--- src/rtl/uart_pkg.sv ---
// Shared UART types: TX/RX state encodings and the default bit period.
package uart_pkg;

  // 25 MHz clock / 115200 baud
  localparam int unsigned CLKS_PER_BIT_DEFAULT = 217;

  typedef enum logic [2:0] {
    TX_IDLE,
    TX_START,
    TX_DATA,
    TX_STOP,
    TX_DONE
  } tx_state_e;

  typedef enum logic [2:0] {
    RX_IDLE,
    RX_START,
    RX_DATA,
    RX_STOP,
    RX_CLEANUP
  } rx_state_e;

endpackage

--- src/rtl/uart_transceiver_if.sv ---
// Byte-level transmit/receive signal bundle between the user side and the UART.
interface uart_transceiver_if;
  logic       tx_dv;
  logic [7:0] tx_byte;
  logic       tx_active;
  logic       tx_serial;
  logic       tx_done;
  logic       rx_serial;
  logic       rx_dv;
  logic [7:0] rx_byte;

  modport master (
    output tx_dv, tx_byte, rx_serial,
    input  tx_active, tx_serial, tx_done, rx_dv, rx_byte
  );

  modport slave (
    input  tx_dv, tx_byte, rx_serial,
    output tx_active, tx_serial, tx_done, rx_dv, rx_byte
  );

  modport tx_slave (
    input  tx_dv, tx_byte,
    output tx_active, tx_serial, tx_done
  );

  modport rx_slave (
    input  rx_serial,
    output rx_dv, rx_byte
  );
endinterface

--- src/rtl/uart_rx.sv ---
// 8N1 UART receiver with 2-flop input synchronizer and mid-bit sampling.
module uart_rx
  import uart_pkg::*;
#(
  parameter int unsigned CLKS_PER_BIT = CLKS_PER_BIT_DEFAULT
) (
  input  logic                  clk,
  input  logic                  rst,
  uart_transceiver_if.rx_slave  bus
);

  localparam int unsigned CW = (CLKS_PER_BIT > 1) ? $clog2(CLKS_PER_BIT) : 1;
  localparam logic [CW-1:0] LAST = CW'(CLKS_PER_BIT - 1);
  localparam logic [CW-1:0] HALF = CW'((CLKS_PER_BIT - 1) / 2);

  rx_state_e     state_q, state_d;
  logic [1:0]    sync_q, sync_d;
  logic [CW-1:0] cnt_q, cnt_d;
  logic [2:0]    bit_q, bit_d;
  logic [7:0]    shift_q, shift_d;
  logic [7:0]    byte_q, byte_d;
  logic          dv_q, dv_d;
  logic          rx_bit;

  assign sync_d = {sync_q[0], bus.rx_serial};
  assign rx_bit = sync_q[1];

  always_comb begin
    state_d = state_q;
    cnt_d   = cnt_q;
    bit_d   = bit_q;
    shift_d = shift_q;
    byte_d  = byte_q;
    dv_d    = 1'b0;
    unique case (state_q)
      RX_IDLE: begin
        cnt_d = '0;
        bit_d = '0;
        if (!rx_bit) state_d = RX_START;
      end
      // A start bit that is high again at its midpoint is treated as a glitch
      RX_START: begin
        if (cnt_q == HALF) begin
          cnt_d   = '0;
          state_d = rx_bit ? RX_IDLE : RX_DATA;
        end else begin
          cnt_d = cnt_q + CW'(1);
        end
      end
      RX_DATA: begin
        if (cnt_q == LAST) begin
          cnt_d          = '0;
          shift_d[bit_q] = rx_bit;
          if (bit_q == 3'd7) begin
            bit_d   = '0;
            state_d = RX_STOP;
          end else begin
            bit_d = bit_q + 3'd1;
          end
        end else begin
          cnt_d = cnt_q + CW'(1);
        end
      end
      RX_STOP: begin
        if (cnt_q == LAST) begin
          cnt_d = '0;
          if (rx_bit) begin
            byte_d  = shift_q;
            dv_d    = 1'b1;
            state_d = RX_CLEANUP;
          end else begin
            state_d = RX_IDLE;
          end
        end else begin
          cnt_d = cnt_q + CW'(1);
        end
      end
      RX_CLEANUP: state_d = RX_IDLE;
      default:    state_d = RX_IDLE;
    endcase
  end

  always_ff @(posedge clk or posedge rst) begin
    if (rst) begin
      state_q <= RX_IDLE;
      sync_q  <= '1;
      cnt_q   <= '0;
      bit_q   <= '0;
      shift_q <= '0;
      byte_q  <= '0;
      dv_q    <= 1'b0;
    end else begin
      state_q <= state_d;
      sync_q  <= sync_d;
      cnt_q   <= cnt_d;
      bit_q   <= bit_d;
      shift_q <= shift_d;
      byte_q  <= byte_d;
      dv_q    <= dv_d;
    end
  end

  assign bus.rx_dv   = dv_q;
  assign bus.rx_byte = byte_q;

endmodule

--- src/rtl/uart_tx.sv ---
// 8N1 UART transmitter; byte is latched on i_TX_DV in IDLE and shifted out LSB first.
module uart_tx
  import uart_pkg::*;
#(
  parameter int unsigned CLKS_PER_BIT = CLKS_PER_BIT_DEFAULT
) (
  input  logic                  clk,
  input  logic                  rst,
  uart_transceiver_if.tx_slave  bus
);

  localparam int unsigned CW = (CLKS_PER_BIT > 1) ? $clog2(CLKS_PER_BIT) : 1;
  localparam logic [CW-1:0] LAST = CW'(CLKS_PER_BIT - 1);

  tx_state_e     state_q, state_d;
  logic [CW-1:0] cnt_q, cnt_d;
  logic [2:0]    bit_q, bit_d;
  logic [7:0]    data_q, data_d;
  logic          serial_q, serial_d;
  logic          active_q, active_d;
  logic          done_q, done_d;

  always_comb begin
    state_d  = state_q;
    cnt_d    = cnt_q;
    bit_d    = bit_q;
    data_d   = data_q;
    serial_d = serial_q;
    active_d = active_q;
    done_d   = 1'b0;
    unique case (state_q)
      TX_IDLE: begin
        serial_d = 1'b1;
        active_d = 1'b0;
        cnt_d    = '0;
        bit_d    = '0;
        if (bus.tx_dv) begin
          data_d   = bus.tx_byte;
          serial_d = 1'b0;
          active_d = 1'b1;
          state_d  = TX_START;
        end
      end
      TX_START: begin
        if (cnt_q == LAST) begin
          cnt_d    = '0;
          serial_d = data_q[0];
          state_d  = TX_DATA;
        end else begin
          cnt_d = cnt_q + CW'(1);
        end
      end
      // data_q is consumed by shifting; bit 0 is always the bit on the line
      TX_DATA: begin
        if (cnt_q == LAST) begin
          cnt_d  = '0;
          data_d = {1'b0, data_q[7:1]};
          if (bit_q == 3'd7) begin
            bit_d    = '0;
            serial_d = 1'b1;
            state_d  = TX_STOP;
          end else begin
            bit_d    = bit_q + 3'd1;
            serial_d = data_q[1];
          end
        end else begin
          cnt_d = cnt_q + CW'(1);
        end
      end
      TX_STOP: begin
        if (cnt_q == LAST) begin
          cnt_d    = '0;
          done_d   = 1'b1;
          active_d = 1'b0;
          state_d  = TX_DONE;
        end else begin
          cnt_d = cnt_q + CW'(1);
        end
      end
      TX_DONE: state_d = TX_IDLE;
      default: begin
        state_d  = TX_IDLE;
        serial_d = 1'b1;
        active_d = 1'b0;
      end
    endcase
  end

  always_ff @(posedge clk or posedge rst) begin
    if (rst) begin
      state_q  <= TX_IDLE;
      cnt_q    <= '0;
      bit_q    <= '0;
      data_q   <= '0;
      serial_q <= 1'b1;
      active_q <= 1'b0;
      done_q   <= 1'b0;
    end else begin
      state_q  <= state_d;
      cnt_q    <= cnt_d;
      bit_q    <= bit_d;
      data_q   <= data_d;
      serial_q <= serial_d;
      active_q <= active_d;
      done_q   <= done_d;
    end
  end

  assign bus.tx_serial = serial_q;
  assign bus.tx_active = active_q;
  assign bus.tx_done   = done_q;

endmodule

--- src/rtl/uart_transceiver.sv ---
// Full-duplex 8N1 UART: independent transmitter and receiver sharing one clock and reset.
module uart_transceiver
  import uart_pkg::*;
#(
  parameter int unsigned CLKS_PER_BIT = CLKS_PER_BIT_DEFAULT
) (
  input  logic       i_Clock,
  input  logic       i_Reset,
  input  logic       i_TX_DV,
  input  logic [7:0] i_TX_Byte,
  output logic       o_TX_Active,
  output logic       o_TX_Serial,
  output logic       o_TX_Done,
  input  logic       i_RX_Serial,
  output logic       o_RX_DV,
  output logic [7:0] o_RX_Byte
);

  uart_transceiver_if bus ();

  assign bus.tx_dv     = i_TX_DV;
  assign bus.tx_byte   = i_TX_Byte;
  assign bus.rx_serial = i_RX_Serial;
  assign o_TX_Active   = bus.tx_active;
  assign o_TX_Serial   = bus.tx_serial;
  assign o_TX_Done     = bus.tx_done;
  assign o_RX_DV       = bus.rx_dv;
  assign o_RX_Byte     = bus.rx_byte;

  uart_tx #(.CLKS_PER_BIT(CLKS_PER_BIT)) u_tx (
    .clk (i_Clock),
    .rst (i_Reset),
    .bus (bus)
  );

  uart_rx #(.CLKS_PER_BIT(CLKS_PER_BIT)) u_rx (
    .clk (i_Clock),
    .rst (i_Reset),
    .bus (bus)
  );

endmodule

--- config.mk ---
export PLATFORM = sky130hd
export DESIGN_NAME = uart_transceiver
export DESIGN_NICKNAME = d
export VERILOG_FILES = /design/src/rtl/uart_pkg.sv /design/src/rtl/uart_transceiver_if.sv /design/src/rtl/uart_rx.sv /design/src/rtl/uart_tx.sv /design/src/rtl/uart_transceiver.sv
export SDC_FILE = /design/constraint.sdc
export NUM_CORES = 1
export LEC_CHECK = 0
export CORE_MARGIN = 5
export CORE_UTILIZATION = 40
export CTS_CLUSTER_DIAMETER = 100
export DETAILED_ROUTE_END_ITERATION = 10
export GPL_TIMING_DRIVEN = 0
export PLACE_DENSITY = 0.68
export SKIP_CTS_REPAIR_TIMING = 1
export SLEW_MARGIN = 20
export SYNTH_ARGS = -nofsm -noshare
export SYNTH_HDL_FRONTEND = slang
export SYNTH_SLANG_ARGS = --single-unit
export TNS_END_PERCENT = 20
--- constraint.sdc ---
create_clock -name i_Clock -period 3 [get_ports i_Clock]
set_clock_uncertainty 0.1 [all_clocks]
set_input_delay 0.9 -clock i_Clock [delete_from_list [all_inputs] [get_ports i_Clock]]
set_output_delay 0.9 -clock i_Clock [all_outputs]
set_load 0.05 [all_outputs]
==> results of run 1 <==
## cell usage after synthesis (all sizes together), types with 3 or more instances
cell type  count  share of area
dfstp          3          0.027
buf            6          0.015
nand3b         6          0.015
nand3         11          0.021
nand2b         7          0.015
nor4           3         0.0064
clkbuf        11          0.014
nor3b          3         0.0077
nand2         20          0.026
nand4b         3          0.014
nor3           6          0.010
o22a          14          0.042
mux2          16          0.062
dfrtp         55           0.47
nor2b          3         0.0064
inv           10          0.013
o21ai         16          0.027
a22oi          5          0.013
nor2          21          0.028
xnor2          6          0.018
ha             8          0.034
a21oi          7          0.012
or2            3         0.0064
nor4b          3         0.0090
## per-layer routing
metal	track usage	wire length, um	share of wire	up-vias
li1	-	-	-	1065
met1	0.170	2510	0.44	1071
met2	0.233	2840	0.50	43
met3	0.0513	220	0.039	8
met4	0.0509	73	0.013	0
met5	0	0	0	-
## power breakdown
group          internal [W]  switching (W)
sequential         0.000851      0.0000700
combinational      0.000101       0.000101
clock              0.000513       0.000299
## registers in the layout, indices dropped and copies added (netlist names)
| name | cells |
|---|---|
| u_tx.bus.tx_active | 1 |
| u_tx.cnt_q | 8 |
| u_rx.sync_q | 2 |
| u_rx.bus.rx_byte | 8 |
| u_rx.shift_q | 8 |
| u_tx.state_q | 3 |
| u_rx.cnt_q | 8 |
| u_tx.bit_q | 3 |
| u_tx.data_q | 8 |
| u_tx.bus.tx_serial | 1 |
| u_rx.state_q | 3 |
| u_rx.bit_q | 3 |
| u_rx.bus.rx_dv | 1 |
| u_tx.bus.tx_done | 1 |
## cell families (layout without fill, tap and decap cells)
kind of cell | Yosys count | after routing | synth area share
DFF | 58 | 58 | 0.498
buffers and inverters | 27 | 66 | 0.0416
AOI/OAI and AO/OA | 57 | 57 | 0.133
xor gates and xnor gates | 8 | 8 | 0.0240
adders and majority gates | 8 | 8 | 0.0343
and+or+nand+nor | 101 | 101 | 0.200
muxes | 18 | 18 | 0.0686
## per-stage QoR
step            util  TNS [ns]
3_3_place_gp   0.456    -27.51
3_5_place_dp   0.457         0
5_1_grt        0.489         0
4_1_cts        0.489         0
6_report       0.489         0
2_1_floorplan      -         0
## worst max path at each step
stage | from | end | slack (ns) | cells after the start
final | u_tx.bus.tx_serial | o_TX_Serial | 0.34 | 1
after global routing | u_tx.bus.tx_serial | o_TX_Serial | 0.30 | 1
after detailed placement | i_TX_DV | u_tx.data_q[0] | 0.22 | 5
after CTS | u_tx.bus.tx_serial | o_TX_Serial | 0.31 | 1
after global placement | i_Reset | u_rx.bus.rx_byte[0] | -0.50 | 2
after floorplan | i_Reset | u_rx.bit_q[0] | 0.58 | 1
## area by class of cell
class / count / area share
Sequential cell: 58 / 0.415
Inverter: 10 / 0.0114
Clock buffer: 12 / 0.0443
Clock inverter: 4 / 0.0211
Multi-Input combinational cell: 192 / 0.383
Tap cell: 99 / 0.0353
Buffer: 17 / 0.0239
Timing Repair Buffer: 23 / 0.0657
==> flow_summary.json, run 1 <==
{
  "cts_buffers": 9,
  "synth-seq-cells": 58,
  "die_x_um": 95.4,
  "start_util": 0.407,
  "register_area_mm2": 0.00146,
  "vias": 2187,
  "cts_tree": "yes",
  "arrival_ns": 1.66,
  "post_drt_wl_per_cell_um": 13.6,
  "final_cell_mix": "55 x dfrtp_1, 23 x clkdlybuf4s50_1, 20 x nor2_1, 20 x nand2_1",
  "post-route-min-period_ns": 2.66,
  "slowest_delay_ns": 0.80,
  "htree_levels": 3,
  "fillers": 675,
  "worst_r2r_path_depth": 6,
  "clock_latency_ns": 0.33,
  "ys_warn_count": 0,
  "stdcell_area_mm2": 0.00351,
  "numPortBuffers": 23,
  "synth_cells": 277,
  "gp_congestion": 0.836,
  "antenna_found_initial": 0,
  "io_pins": 24,
  "grt_pass1_wl_um": 10100,
  "maxCapViolations": 0,
  "slew_viol_final": 0,
  "clk_pin_slew_worst_paths_ns": 0.07,
  "drt_first_iter_violations": 64,
  "ys_seq_area_frac": 0.498,
  "synth_flop_cell": "dfrtp_1",
  "path_delay_family": "buffers and inverters",
  "final_common_cell": "dfrtp_1",
  "cp-end-kind": "primary output",
  "power_leakage_nw": 1.50,
  "relSlewSlack": 0.536,
  "clk_path_buf_depth": 2,
  "wl_um": 5640,
  "min_path_type": "reg2reg",
  "holdWs_ns": 0.258,
  "instances_no_fill": 415,
  "drt_first_pass_iters": 4,
  "rsz0062_at_grt": "no",
  "grt_usage": 0.141,
  "hpwl_um": 3890,
  "criticalPathCategory": "reg2out",
  "async_flop_share": 1.00,
  "hp-start": "u_rx.sync_q[0]",
  "grt_pass1_vias": 2225,
  "placementRows": 31,
  "final_nets": 331,
  "dieHeight_um": 95.4,
  "worst-path-max-fanout": 2,
  "dieArea_mm2": 0.00911,
  "regToRegStartpoint": "u_tx.cnt_q[0]",
  "cts-root-buf": "clkbuf_8",
  "worst_slack_ns": 0.336,
  "dpl-instance-area_mm2": 0.00328,
  "syn_to_final_growth_pct": 20.1,
  "synth_edf_count": 0,
  "synth_area_per_cell_um2": 10.5,
  "synth_cell_type_count": 49,
  "hold_violations": 0,
  "overflow": 0,
  "timing.final.crit_share": 0.888,
  "layout-drive-gt1-share": 0.158,
  "cp.buffers_inverters": 1,
  "crit_required_ns": 2.00,
  "timing.critical_path.cells": "clkdlybuf4s50_1",
  "place_ws_ns": 0.216,
  "multi_input_area_mm2": 0.00134,
  "crit_slowest_cell": "clkdlybuf4s50_1",
  "setup.reg_to_reg.worst_slack_ns": 0.74,
  "totalPowerFinal_w": 0.00194,
  "tightest_slew_ns": 0.696,
  "holdPathStages": 0,
  "setup_viol": 0,
  "synthesis.nets": 297,
  "final_antenna_net_count": 0,
  "worstHoldEndpoint": "u_rx.sync_q[1]",
  "vdd_drop_max_v": 0.000333,
  "reg2reg_to": "u_tx.data_q[0]",
  "startpoint_type": "register",
  "grt_max_degree": 59,
  "cts_num_sinks": 58,
  "netlist_area_mm2": 0.00292,
  "antennaDiodeCount": 0,
  "viasPerCell": 5.27,
  "core_mm2": 0.00718,
  "fmax_ghz": 0.375,
  "route.detailed.drc": 0,
  "powerDensity_mw_per_mm2": 552,
  "dp.cells": 399,
  "status": "completed"
}
Note: power is estimated with default switching activity, not from simulation.
==> run 2: changes to the inputs <==
Settings changed: SLEW_MARGIN 20 to 0.
==> flow_summary.json, run 2 (synthesis gave the netlist of run 1 again) <==
{
  "status": "completed",
  "layout-drive-gt1-share": 0.164,
  "grt_max_degree": 41,
  "path_depth": 1,
  "vias": 2168,
  "core_mm2": 0.00718,
  "timing.critical_path.cells": "clkdlybuf4s50_1",
  "setup.reg_to_reg.worst_slack_ns": 0.75,
  "crit_slowest_cell": "clkdlybuf4s50_1",
  "regToRegStartpoint": "u_rx.cnt_q[0]",
  "tns_ns": 0,
  "min_path_type": "reg2reg",
  "cts-root-buf": "clkbuf_8",
  "overflow": 0,
  "reg2reg_to": "u_rx.cnt_q[2]",
  "final_antenna_net_count": 0,
  "relSlewSlack": 0.571,
  "powerDensity_mw_per_mm2": 510,
  "post_drt_wl_per_cell_um": 13.4,
  "setup.worst_path.start": "u_tx.bus.tx_serial",
  "clk_path_buf_depth": 2,
  "worst_r2r_path_depth": 7,
  "cts_tree": "yes",
  "crit_required_ns": 2.00,
  "grt_pass1_vias": 2186,
  "tightest_slew_ns": 0.643,
  "setup_viol": 0,
  "power_leakage_nw": 1.48,
  "placementRows": 31,
  "fillers": 689,
  "numPortBuffers": 23,
  "startpoint_type": "register",
  "grt_pass1_wl_um": 10000,
  "place_ws_ns": 0.194,
  "clock_latency_ns": 0.33,
  "final_nets": 332,
  "criticalPathCategory": "reg2out",
  "vdd_drop_max_v": 0.000284,
  "antenna_found_initial": 0,
  "grt_usage": 0.140,
  "antennaDiodeCount": 0,
  "wl_um": 5590,
  "cts_buffers": 9,
  "fmax_ghz": 0.374,
  "dieHeight_um": 95.4,
  "worst_slack_ns": 0.330,
  "post-route-min-period_ns": 2.67,
  "drt_first_iter_violations": 59,
  "route.detailed.drc": 0,
  "hold_violations": 0,
  "die_x_um": 95.4,
  "clk_pin_slew_worst_paths_ns": 0.07,
  "hp-start": "u_rx.sync_q[0]",
  "drt_first_pass_iters": 4,
  "syn_to_final_growth_pct": 18.9,
  "final_cell_mix": "55 x dfrtp_1, 23 x clkdlybuf4s50_1, 20 x nor2_1, 20 x nand2_1",
  "path_delay_family": "buffers and inverters",
  "dieArea_mm2": 0.00911,
  "htree_levels": 3,
  "timing.final.crit_share": 0.890,
  "worst-path-max-fanout": 2,
  "hpwl_um": 3990,
  "slowest_delay_ns": 0.80,
  "io_pins": 24,
  "start_util": 0.407,
  "cts_num_sinks": 58,
  "arrival_ns": 1.67,
  "rsz0062_at_grt": "no",
  "gp_congestion": 0.836,
  "cp-end-kind": "primary output",
  "worstSetupEndpoint": "o_TX_Serial",
  "viasPerCell": 5.21,
  "slew_viol_final": 0,
  "cp.buffers_inverters": 1,
  "final_common_cell": "dfrtp_1",
  "maxCapViolations": 0
}
-- run 2: cell types whose count changed in the layout (fill, tap and decap cells not counted), sizes merged --
cell,change
clkinvlp,+3
bufinv,-2
clkbuf,-2
buf,+1
inv,+1
-- run 2: layer usage --
layer	global-route usage	part of all wire	up-vias
met3	0.0474	0.039	7
met5	0	0	-
met2	0.229	0.49	35
met4	0.0486	0.011	0
met1	0.173	0.46	1055
li1	-	-	1071
-- run 2: through the flow --
step / cell area, um^2 / cells / util / hold slack (ns) / power, W
6_report: 3470 / 416 / 0.484 / 0.258 / 0.00177
5_1_grt: 3470 / 416 / 0.484 / 0.265 / 0.00187
4_1_cts: 3470 / 416 / 0.484 / 0.260 / 0.00180
3_5_place_dp: 3290 / 400 / 0.459 / 0.249 / 0.00114
3_3_place_gp: 3270 / 399 / 0.456 / 0.250 / 0.00113
2_1_floorplan: 2920 / 277 / - / 0.245 / 0.00107
-- run 2: where the power goes --
part | switching, W | internal [W]
Sequential | 0.0000707 | 0.000851
Clock | 0.000322 | 0.000321
Combinational | 0.000101 | 0.000104
-- run 2: worst min path at each step --
stage                      to  depth (start not counted)
6_report       u_rx.sync_q[1]                          0
5_1_grt        u_rx.sync_q[1]                          0
4_1_cts        u_rx.sync_q[1]                          0
3_5_place_dp   u_rx.sync_q[1]                          0
2_1_floorplan  u_rx.sync_q[1]                          0
3_3_place_gp   u_rx.sync_q[1]                          0
-- run 2: final cells by class --
type	count	area, um^2	area share
Clock inverter	6	41.3	0.0119
Multi-Input combinational cell	192	1340	0.387
Sequential cell	58	1460	0.419
Timing Repair Buffer	24	250	0.0720
Buffer	17	83.8	0.0241
Clock buffer	10	138	0.0396
Inverter	10	37.5	0.0108
Tap cell	99	124	0.0357
==> run 3: changes to the inputs <==
Settings changed: CAP_MARGIN set to 30, HOLD_SLACK_MARGIN set to 0.12, SKIP_CTS_REPAIR_TIMING 1 to not set.
==> flow_summary.json, run 3 (synthesis gave the netlist of run 1 again) <==
{
  "timing.critical_path.cells": "clkdlybuf4s50_1",
  "cts_num_sinks": 58,
  "startpoint_type": "register",
  "hold_buffers": 0,
  "vdd_drop_max_v": 0.000284,
  "antennaDiodeCount": 0,
  "cts_buffers": 9,
  "hold_violations": 0,
  "viasPerCell": 5.21,
  "crit_required_ns": 2.00,
  "cts-root-buf": "clkbuf_8",
  "gp_congestion": 0.836,
  "io_pins": 24,
  "drt_first_iter_violations": 59,
  "cts.repair.resized": 0,
  "cts_tree": "yes",
  "fmax_ghz": 0.374,
  "criticalPathCategory": "reg2out",
  "worst-path-max-fanout": 2,
  "dp.cells": 400,
  "antenna_found_initial": 0,
  "drt_first_pass_iters": 4,
  "final_nets": 332,
  "status": "completed",
  "cp-end-kind": "primary output",
  "dpl-instance-area_mm2": 0.00329,
  "layout-drive-gt1-share": 0.164,
  "cts_setup_buffers": 0,
  "clock_latency_ns": 0.33,
  "final_antenna_net_count": 0,
  "vias": 2168,
  "grt_usage": 0.140,
  "rsz0062_at_grt": "no",
  "powerDensity_mw_per_mm2": 510,
  "slowest_delay_ns": 0.80,
  "relSlewSlack": 0.571,
  "stdcell_area_mm2": 0.00347,
  "final_common_cell": "dfrtp_1",
  "timing.final.crit_share": 0.890,
  "holdPathStages": 0,
  "worst_r2r_path_depth": 7,
  "power_leakage_nw": 1.48,
  "arrival_ns": 1.67,
  "core_mm2": 0.00718,
  "syn_to_final_growth_pct": 18.9,
  "route.detailed.drc": 0,
  "placementRows": 31,
  "fillers": 689,
  "numPortBuffers": 23,
  "cp.buffers_inverters": 1,
  "post-route-min-period_ns": 2.67,
  "htree_levels": 3,
  "setup_viol": 0,
  "dieHeight_um": 95.4,
  "min_path_type": "reg2reg",
  "path_depth": 1,
  "path_delay_family": "buffers and inverters",
  "overflow": 0,
  "post_drt_wl_per_cell_um": 13.4,
  "wl_um": 5590,
  "grt_max_degree": 41,
  "clk_pin_slew_worst_paths_ns": 0.07,
  "instances_no_fill": 416,
  "start_util": 0.407,
  "slew_viol_final": 0,
  "hpwl_um": 3990,
  "dieArea_mm2": 0.00911,
  "die_x_um": 95.4,
  "maxCapViolations": 0,
  "grt_pass1_wl_um": 10000,
  "tightest_slew_ns": 0.643,
  "grt_pass1_vias": 2186,
  "final_cell_mix": "55 x dfrtp_1, 23 x clkdlybuf4s50_1, 20 x nor2_1, 20 x nand2_1",
  "crit_slowest_cell": "clkdlybuf4s50_1",
  "clk_path_buf_depth": 2
}
run 3: cell counts in the layout (fill, tap and decap cells not counted):
Identical to the previous run, type by type.
run 3: report_power, final:
| part | switching (W) | leakage [nW] | internal (W) |
|---|---|---|---|
| clock | 0.000322 | 0.0847 | 0.000321 |
| combinational | 0.000101 | 0.645 | 0.000104 |
| sequential | 0.0000707 | 0.746 | 0.000851 |
run 3: path summary, 6_finish.rpt:
path | end | slack, ns | from
worst min-delay path | u_rx.sync_q[1] | 0.26 | u_rx.sync_q[0]
min in group asynchronous | u_tx.state_q[1] | 0.78 | i_Reset
worst min register to register | u_rx.sync_q[1] | 0.26 | u_rx.sync_q[0]
max in group asynchronous | u_rx.sync_q[0] | 1.41 | i_Reset
worst max register to register | u_rx.cnt_q[2] | 0.75 | u_rx.cnt_q[0]
worst max-delay path | o_TX_Serial | 0.33 | u_tx.bus.tx_serial
run 3: cell type report:
cell class | instances | area [um^2] | share of cell area
clock inverter | 6 | 41.3 | 0.0119
multi-input combinational | 192 | 1340 | 0.387
sequential | 58 | 1460 | 0.419
clock buffer | 10 | 138 | 0.0396
timing repair buffer | 24 | 250 | 0.0720
buffer | 17 | 83.8 | 0.0241
tap | 99 | 124 | 0.0357
inverter | 10 | 37.5 | 0.0108
run 3: routing by layer:
metal / GRT usage / routed length, um / vias up / share of wire
met5: 0 / 0 / - / 0
met4: 0.0486 / 62 / 0 / 0.011
met3: 0.0474 / 220 / 7 / 0.039
met2: 0.229 / 2750 / 35 / 0.49
met1: 0.173 / 2560 / 1055 / 0.46
li1: - / - / 1071 / -
run 3: metrics by stage:
stage          TNS [ns]  hold WS [ns]  setup slack [ns]  total power [W]  utilization
2_1_floorplan         0         0.245             0.577          0.00107            -
3_3_place_gp     -27.51         0.250            -0.502          0.00113        0.456
3_5_place_dp          0         0.249             0.194          0.00114        0.459
4_1_cts               0         0.260             0.310          0.00180        0.484
5_1_grt               0         0.265             0.293          0.00187        0.484
6_report              0         0.258             0.330          0.00177        0.484
